`config.mk`:
```
export PLATFORM = sky130hd
export DESIGN_NAME = alu_dispatch
export DESIGN_NICKNAME = d
export VERILOG_FILES = /design/src/rtl/alu_pkg.sv /design/src/rtl/dispatch_regfile.sv /design/src/rtl/alu_dispatch.sv
export SDC_FILE = /design/constraint.sdc
export NUM_CORES = 1
export LEC_CHECK = 0
export CORE_MARGIN = 2
export CORE_UTILIZATION = 45
export DETAILED_ROUTE_END_ITERATION = 10
export GPL_ROUTABILITY_DRIVEN = 0
export MAX_ROUTING_LAYER = met4
export PLACE_DENSITY = 0.78
export SYNTH_ARGS = -nofsm -noshare
export SYNTH_HDL_FRONTEND = slang
export SYNTH_SLANG_ARGS = --single-unit
```
`constraint.sdc`:
```
create_clock -name clk -period 4.6 [get_ports clk]
set_input_delay 1.38 -clock clk [delete_from_list [all_inputs] [get_ports clk]]
set_output_delay 1.38 -clock clk [all_outputs]
set_load 0.05 [all_outputs]
```
`src/rtl/alu_pkg.sv`:
```
// Shared definitions for the ALU dispatch path: opcodes, instruction field positions,
// FSM state encoding and the default ALU latency.
package alu_pkg;

  localparam int ALU_LATENCY_DEFAULT = 1;

  localparam logic [3:0] OP_LOAD = 4'd0;
  localparam logic [3:0] OP_ADD  = 4'd1;
  localparam logic [3:0] OP_SUB  = 4'd2;
  localparam logic [3:0] OP_MUL  = 4'd3;
  localparam logic [3:0] OP_DIV  = 4'd4;
  localparam logic [3:0] OP_MOD  = 4'd5;
  localparam logic [3:0] OP_AND  = 4'd6;
  localparam logic [3:0] OP_OR   = 4'd7;
  localparam logic [3:0] OP_XOR  = 4'd8;

  localparam int IMM_POS = 7;
  localparam int DST_MSB = 6;
  localparam int DST_LSB = 4;
  localparam int OP_MSB  = 3;
  localparam int OP_LSB  = 0;
  localparam int SRC_MSB = 2;
  localparam int SRC_LSB = 0;

  localparam logic [2:0] ST_IDLE = 3'd0;
  localparam logic [2:0] ST_OPND = 3'd1;
  localparam logic [2:0] ST_EXEC = 3'd2;
  localparam logic [2:0] ST_WB   = 3'd3;
  localparam logic [2:0] ST_REJ  = 3'd4;

  function automatic logic opIsLegal(input logic [3:0] op);
    return op <= OP_XOR;
  endfunction

  function automatic logic opIsDivide(input logic [3:0] op);
    return (op == OP_DIV) || (op == OP_MOD);
  endfunction

endpackage

```
`src/rtl/dispatch_regfile.sv`:
```
// 8x8 register file for the ALU dispatcher: one synchronous write port, two
// combinational operand read ports and a combinational debug read port.
module dispatch_regfile
  import alu_pkg::*;
#(
  parameter int NREGS = 8
) (
  input  logic       clk,
  input  logic       rst,
  input  logic       we_i,
  input  logic [2:0] waddr_i,
  input  logic [7:0] wdata_i,
  input  logic [2:0] raddrA_i,
  output logic [7:0] rdataA_o,
  input  logic [2:0] raddrB_i,
  output logic [7:0] rdataB_o,
  input  logic [2:0] dbgAddr_i,
  output logic [7:0] dbgData_o
);

  logic [7:0] mem_q [NREGS];

  always_ff @(posedge clk) begin
    if (rst) begin
      for (int i = 0; i < NREGS; i++) begin
        mem_q[i] <= '0;
      end
    end else if (we_i) begin
      mem_q[waddr_i] <= wdata_i;
    end
  end

  // Reads are combinational, so a read during the write cycle sees the old value.
  assign rdataA_o  = mem_q[raddrA_i];
  assign rdataB_o  = mem_q[raddrB_i];
  assign dbgData_o = mem_q[dbgAddr_i];

endmodule

```
`src/rtl/alu_dispatch.sv`:
```
// Byte-serial instruction dispatcher feeding the 8-bit ALU: decodes two-byte
// instructions, fetches operands, waits out the ALU latency and writes results back.
module alu_dispatch
  import alu_pkg::*;
#(
  parameter int ALU_LATENCY = ALU_LATENCY_DEFAULT,
  parameter int NREGS       = 8
) (
  input  logic       clk,
  input  logic       rst,
  input  logic       in_valid,
  input  logic [7:0] in_data,
  output logic       in_ready,
  output logic [7:0] alu_A,
  output logic [7:0] alu_B,
  output logic [7:0] alu_Selector,
  input  logic [7:0] alu_X,
  input  logic [7:0] alu_Flags,
  output logic [7:0] flags_q,
  output logic       busy,
  output logic       done,
  output logic       err,
  input  logic [2:0] dbg_addr,
  output logic [7:0] dbg_data
);

  localparam int CNT_W = (ALU_LATENCY > 1) ? $clog2(ALU_LATENCY) : 1;

  logic [2:0]       state_q, state_d;
  logic [3:0]       op_q, op_d;
  logic [2:0]       dst_q, dst_d;
  logic             imm_q, imm_d;
  logic [7:0]       opA_q, opA_d;
  logic [7:0]       opB_q, opB_d;
  logic [CNT_W-1:0] cnt_q, cnt_d;
  logic [7:0]       flags_d;

  logic       accept;
  logic [7:0] rdA, rdB, operandB;
  logic       wrEn;
  logic [7:0] wrData;

  assign in_ready = (state_q == ST_IDLE) || (state_q == ST_OPND);
  assign accept   = in_valid && in_ready;
  assign operandB = imm_q ? in_data : rdB;

  dispatch_regfile #(.NREGS(NREGS)) u_regfile (
    .clk      (clk),
    .rst      (rst),
    .we_i     (wrEn),
    .waddr_i  (dst_q),
    .wdata_i  (wrData),
    .raddrA_i (dst_q),
    .rdataA_o (rdA),
    .raddrB_i (in_data[SRC_MSB:SRC_LSB]),
    .rdataB_o (rdB),
    .dbgAddr_i(dbg_addr),
    .dbgData_o(dbg_data)
  );

  always_comb begin
    state_d = state_q;
    op_d    = op_q;
    dst_d   = dst_q;
    imm_d   = imm_q;
    opA_d   = opA_q;
    opB_d   = opB_q;
    cnt_d   = cnt_q;
    case (state_q)
      ST_IDLE: begin
        if (accept) begin
          op_d    = in_data[OP_MSB:OP_LSB];
          dst_d   = in_data[DST_MSB:DST_LSB];
          imm_d   = in_data[IMM_POS];
          state_d = ST_OPND;
        end
      end
      ST_OPND: begin
        // Operands are sampled here, so dst==src reads the pre-writeback value.
        if (accept) begin
          opA_d = rdA;
          opB_d = operandB;
          cnt_d = '0;
          if (!opIsLegal(op_q) || (opIsDivide(op_q) && operandB == 8'h00)) begin
            state_d = ST_REJ;
          end else if (op_q == OP_LOAD) begin
            state_d = ST_WB;
          end else begin
            state_d = ST_EXEC;
          end
        end
      end
      ST_EXEC: begin
        if (cnt_q == CNT_W'(ALU_LATENCY - 1)) begin
          state_d = ST_WB;
        end else begin
          cnt_d = cnt_q + CNT_W'(1);
        end
      end
      ST_WB:   state_d = ST_IDLE;
      ST_REJ:  state_d = ST_IDLE;
      default: state_d = ST_IDLE;
    endcase
  end

  assign wrEn    = (state_q == ST_WB);
  assign wrData  = (op_q == OP_LOAD) ? opB_q : alu_X;
  assign flags_d = (wrEn && op_q != OP_LOAD) ? alu_Flags : flags_q;

  always_ff @(posedge clk) begin
    if (rst) begin
      state_q <= ST_IDLE;
      op_q    <= '0;
      dst_q   <= '0;
      imm_q   <= 1'b0;
      opA_q   <= '0;
      opB_q   <= '0;
      cnt_q   <= '0;
      flags_q <= '0;
    end else begin
      state_q <= state_d;
      op_q    <= op_d;
      dst_q   <= dst_d;
      imm_q   <= imm_d;
      opA_q   <= opA_d;
      opB_q   <= opB_d;
      cnt_q   <= cnt_d;
      flags_q <= flags_d;
    end
  end

  assign alu_A        = opA_q;
  assign alu_B        = opB_q;
  assign alu_Selector = (state_q == ST_EXEC) ? {4'b0000, op_q} : 8'h00;
  assign busy         = (state_q != ST_IDLE);
  assign done         = (state_q == ST_WB);
  assign err          = (state_q == ST_REJ);

endmodule

```
======== After elaboration in Yosys (flattened, before gate mapping) ========
Memories as Yosys holds them, arrays and structs flattened. A register that Yosys moved wholly into a read port is not among the register bits.
Cells that the tools add are included.
word-level totals
  memories ................................ 1
  flip-flop bits (word level) ............. 28
  input port bits ......................... 30
  output and inout bits ................... 44
  logic and storage cells ................. 57
  RAM bits ................................ 64
cells by class
  magnitude comparators ................... 1
  $add $sub $neg .......................... 1
  reduce and logical (&&, ||, !) cells .... 18
  multiplexer cells ....................... 20
  equality and inequality tests ........... 9
memories
  name             depth  width  read ports  clocked after memory_dff  write ports  line                    RTL
  u_regfile.mem_q  8      8      3           1                         8            dispatch_regfile.sv:21  logic [7:0] mem_q [NREGS];
operator list
  cell                   number
  $mux W8                3
  $mux W3                5
  $mux W1                9
  $pmux W3 S3            1
  $eq A4 B3 Y1 const B   2
  $logic_not A8 Y1       1
  $reduce_or A8 Y1       1
  $eq A3 B2 Y1 const B   2
  $ne A2 B2 Y1 const B   3
  $reduce_and A2 Y1      3
  $le A4 B4 Y1 const B   1
  $logic_not A4 Y1       1
  $mux W4                1
  $reduce_bool A4 Y1     1
  $eq A3 B1 Y1 const B   1
  $eq A3 B3 Y1 const B   1
  $logic_and A1 B1 Y1    3
  $logic_not A3 Y1       1
  $logic_or A1 B1 Y1     3
  $reduce_and A3 Y1      1
  $reduce_bool A3 Y1     1
  $pmux W1 S2            1
  $reduce_bool A2 Y1     1
  $add A1 B1 Y1 const B  1
  $logic_not A1 Y1       1

======== Logic depth before layout (Yosys ltp) ========
An unclocked memory read counts as a cell.
  depth after elaboration ................. 8
  mapped depth ............................ 9
  depth with buffers taken out ............ 6

======== Hierarchy ========
Synthesis repeated with hierarchy kept, for this count alone.
second synthesis, totals
  cell total of the unflattened synthesis .. 430
  area, all modules ....................... 5,650.4 µm²
modules (own cells, without submodules)
  module            cells each  times used  area each (µm²)  sequential area each (µm²)
  dispatch_regfile  251         1           4,065.1          1,921.8
  alu_dispatch      179         1           1,585.3          700.7

======== Worst setup path before layout ========
Ideal clock, no wire load.
  path kind ............................... input -> output
  start ................................... input dbg_addr[0]
  end ..................................... output dbg_data[5]
  required time ........................... 3.220 ns
  path slack .............................. 0.213 ns
  data arrival time ....................... 3.007 ns
  stages .................................. 4
  cells stage by stage .................... clkbuf_1 -> buf_2 -> mux4_2 -> mux2_2
between the ends
  longest elaborated chain between the ends .. 1
RTL lines
  what             line                RTL
  start, declared  alu_dispatch.sv:23  input logic [2:0] dbg_addr,
  $mem_v2 Z8 W8    n/a
  end, declared    alu_dispatch.sv:24  output logic [7:0] dbg_data
No other way between the ends.

======== Final worst setup path ========
  start ................................... input dbg_addr[0]
  end ..................................... output dbg_data[1]
Same word-level chain as after synthesis.

==> flow_summary.yaml <==
run_status:
  outcome: "finished clean"
synthesis:
  synth_cells: 445
  synth-main-ff-cell: "edfxtp_1"
  synthDistinctLibCells: 47
  yosys_warnings: 0
  synthesis.area_sq_um: 5260
  yosysSeqAreaShare: 0.499
  synth_edf_count: 64
  syn_area_per_cell_sq_um: 11.8
  ys_ff_latch: 99
  synth-async-reset-ratio: 0
drt:
  ant_nets: 0
  wl_per_cell_microns: 20.6
  drc: 0
  viasPerCell: 6.08
  vias: 3962
  routed_wl_microns: 13400
  drt_pass1_iterations: 5
  drt-initial-drc-count: 467
clocking:
  cts-resized-gates: 0
  cts.sinks: 99
  htreeDepth: 3
  path_clk_slew_ps: 70
  clkLatencyLatePin_ps: 350
  ctsHoldBuffers: 0
  root_buffer: "clkbuf_16"
  cts_buffer_depth: 2
  cts_buffers: 9
  cts_tree: "built"
  post_cts_buffers: 0
floorplan:
  core_region_area_sq_um: 11400
  dieArea_sq_um: 12600
  pin_count: 74
  die_h_microns: 112
  num_rows: 39
  start_util: 0.461
  die_w_microns: 112
timing:
  fin_crit_ps: 4500
  setup_viol_count_final: 0
  final-max-slew-violation-count: 0
  fmax_mhz: 222
  worst_slew_pin_slew_ps: 913
  holdWs_ps: 498
  rsz0062_at_grt: "no"
  slew_headroom: 0.374
  tns_ps: 0
  finalClockSkew_ps: 7.25
  setup_ws_ps: 98.3
  period_share: 0.979
  final_hold_viol_count: 0
worst_setup_path:
  crit_fanout: 16
  start_kind: "input pin"
  cp.arrival_ps: 3120
  critPathRequiredTime_ps: 3220
  worstSetupEndpointType: "output pin"
  criticalPathCategory: "in -> out"
pwr:
  seq_power_share: 0.448
  power.switching_uw: 718
  vdd_ir_drop_max_mv: 0.180
  powerDensity_nw_per_um2: 370
  p_sw_frac: 0.307
  p_comb_frac: 0.221
  p_int_uw: 1620
  p_leak_uw: 0.00217
  pwr-share-clk: 0.331
global_route:
  grt_max_degree: 38
  antenna_found_initial: 0
  grt_util_all_layers: 0.226
  grt_pass1_wl_microns: 21300
  grt_overflow: 0
  first_global_vias: 3887
finish:
  n_fill_cell: 943
  final_nets: 534
  syn_to_final_growth_pct: 20.3
  drive_above_1_share: 0.159
  antenna_cells: 0
  multi_input_area_sq_um: 2470
  regArea_sq_um: 2620
  stdcell_count: 652
place:
  post-place-ws_ps: 108
  numPortBuffers: 69
  dpl.cell_count: 636
  dp_hpwl_microns: 10200
min_path:
  worstHoldPathType: "reg -> reg"
run:
  maxCapViolations: 0
[placed cells by master, fill, tap and decap left out, types with 11 or more instances in the layout]
cell              n
a21oi_1          13
buf_4            15
clkdlybuf4s50_1  61
dfxtp_1          35
edfxtp_1         64
mux2i_1          41
mux4_2           33
nand2_1          29
nand2b_1         11
nor2_1           96
[power groups by stage]
stage	Clock, uW	Sequential (uW)	Combinational (uW)
floorplan	0	1090	320
global placement	0	1060	504
detailed placement	0	1070	513
CTS	782	1050	515
global route	813	1050	547
finish	775	1050	516
[sequential cells by signal, indices dropped and copies added, names as in the netlist]
signal / flops
alu_A: 8
alu_B: 8
dst_q: 3
flags_q: 8
imm_q: 1
op_q: 4
state_q: 3
u_regfile.mem_q: 64
[logic make-up (layout without fill, tap and decap cells)]
kind of cell	count (synthesis)	after routing	synth area share
muxes	83	83	0.241
DFF	99	99	0.499
other	1	4	0.000713
and+or+nand+nor	170	170	0.144
AOI/OAI and AO/OA	58	58	0.0799
buffers and inverters	34	95	0.0355
[worst paths after layout]
check	start	to	slack, ps	cells after the start
max	dbg_addr[0]	dbg_data[1]	100	5
max reg2reg	dst_q[0]	u_regfile.mem_q[7][2]	2080	3
min	flags_q[3]	flags_q[3]	500	2
min reg2reg	flags_q[3]	flags_q[3]	500	2
[worst max-delay path, cell delays in order]
cell	delay [ps]
clkdlybuf4s50_1	510
buf_12	190
mux4_2	540
mux2_2	300
buf_4	190
[through the flow]
stage | instance area, sq um | total power [uW] | util
2_1_floorplan | 5270 | 1410 | -
3_3_place_gp | 6020 | 1570 | 0.527
3_5_place_dp | 6020 | 1580 | 0.527
4_1_cts | 6330 | 2340 | 0.554
5_1_grt | 6330 | 2410 | 0.554
6_report | 6330 | 2340 | 0.554
[layer usage]
| layer | share of wire | GRT usage |
|---|---|---|
| met1 | 0.40 | 0.280 |
| met5 | 0 | - |
| met2 | 0.49 | 0.368 |
| met3 | 0.082 | 0.0421 |
| met4 | 0.021 | 0.0886 |
[synth_stat cells, drive strengths merged, types with 2 or more instances]
cell type	instances	share of area
a221oi	8	0.017
nor4	2	0.0024
or2	2	0.0024
o21a	2	0.0029
a21oi	13	0.012
nand2	29	0.021
nand4	3	0.0036
nor3b	3	0.0043
nor2	98	0.071
nand2b	11	0.013
mux4	34	0.15
o22ai	8	0.0095
nor3	6	0.0067
nand3b	3	0.0043
clkbuf	12	0.0086
a22oi	4	0.0057
nand3	2	0.0019
nor2b	3	0.0036
buf	20	0.025
o21ai	4	0.0038
inv	2	0.0014
dfxtp	35	0.13
edfxtp	64	0.37
mux2i	41	0.078
and2	5	0.0059
a211oi	10	0.014
mux2	8	0.017
o221ai	4	0.0067
[area by class of cell]
type / instances / area share
Sequential cell: 99 / 0.414
Clock inverter: 7 / 0.0131
Multi-Input combinational cell: 315 / 0.390
Clock buffer: 9 / 0.0356
Tap cell: 143 / 0.0283
Inverter: 2 / 0.00119
Timing Repair Buffer: 77 / 0.117
Note: power is estimated with default switching activity, not from simulation.
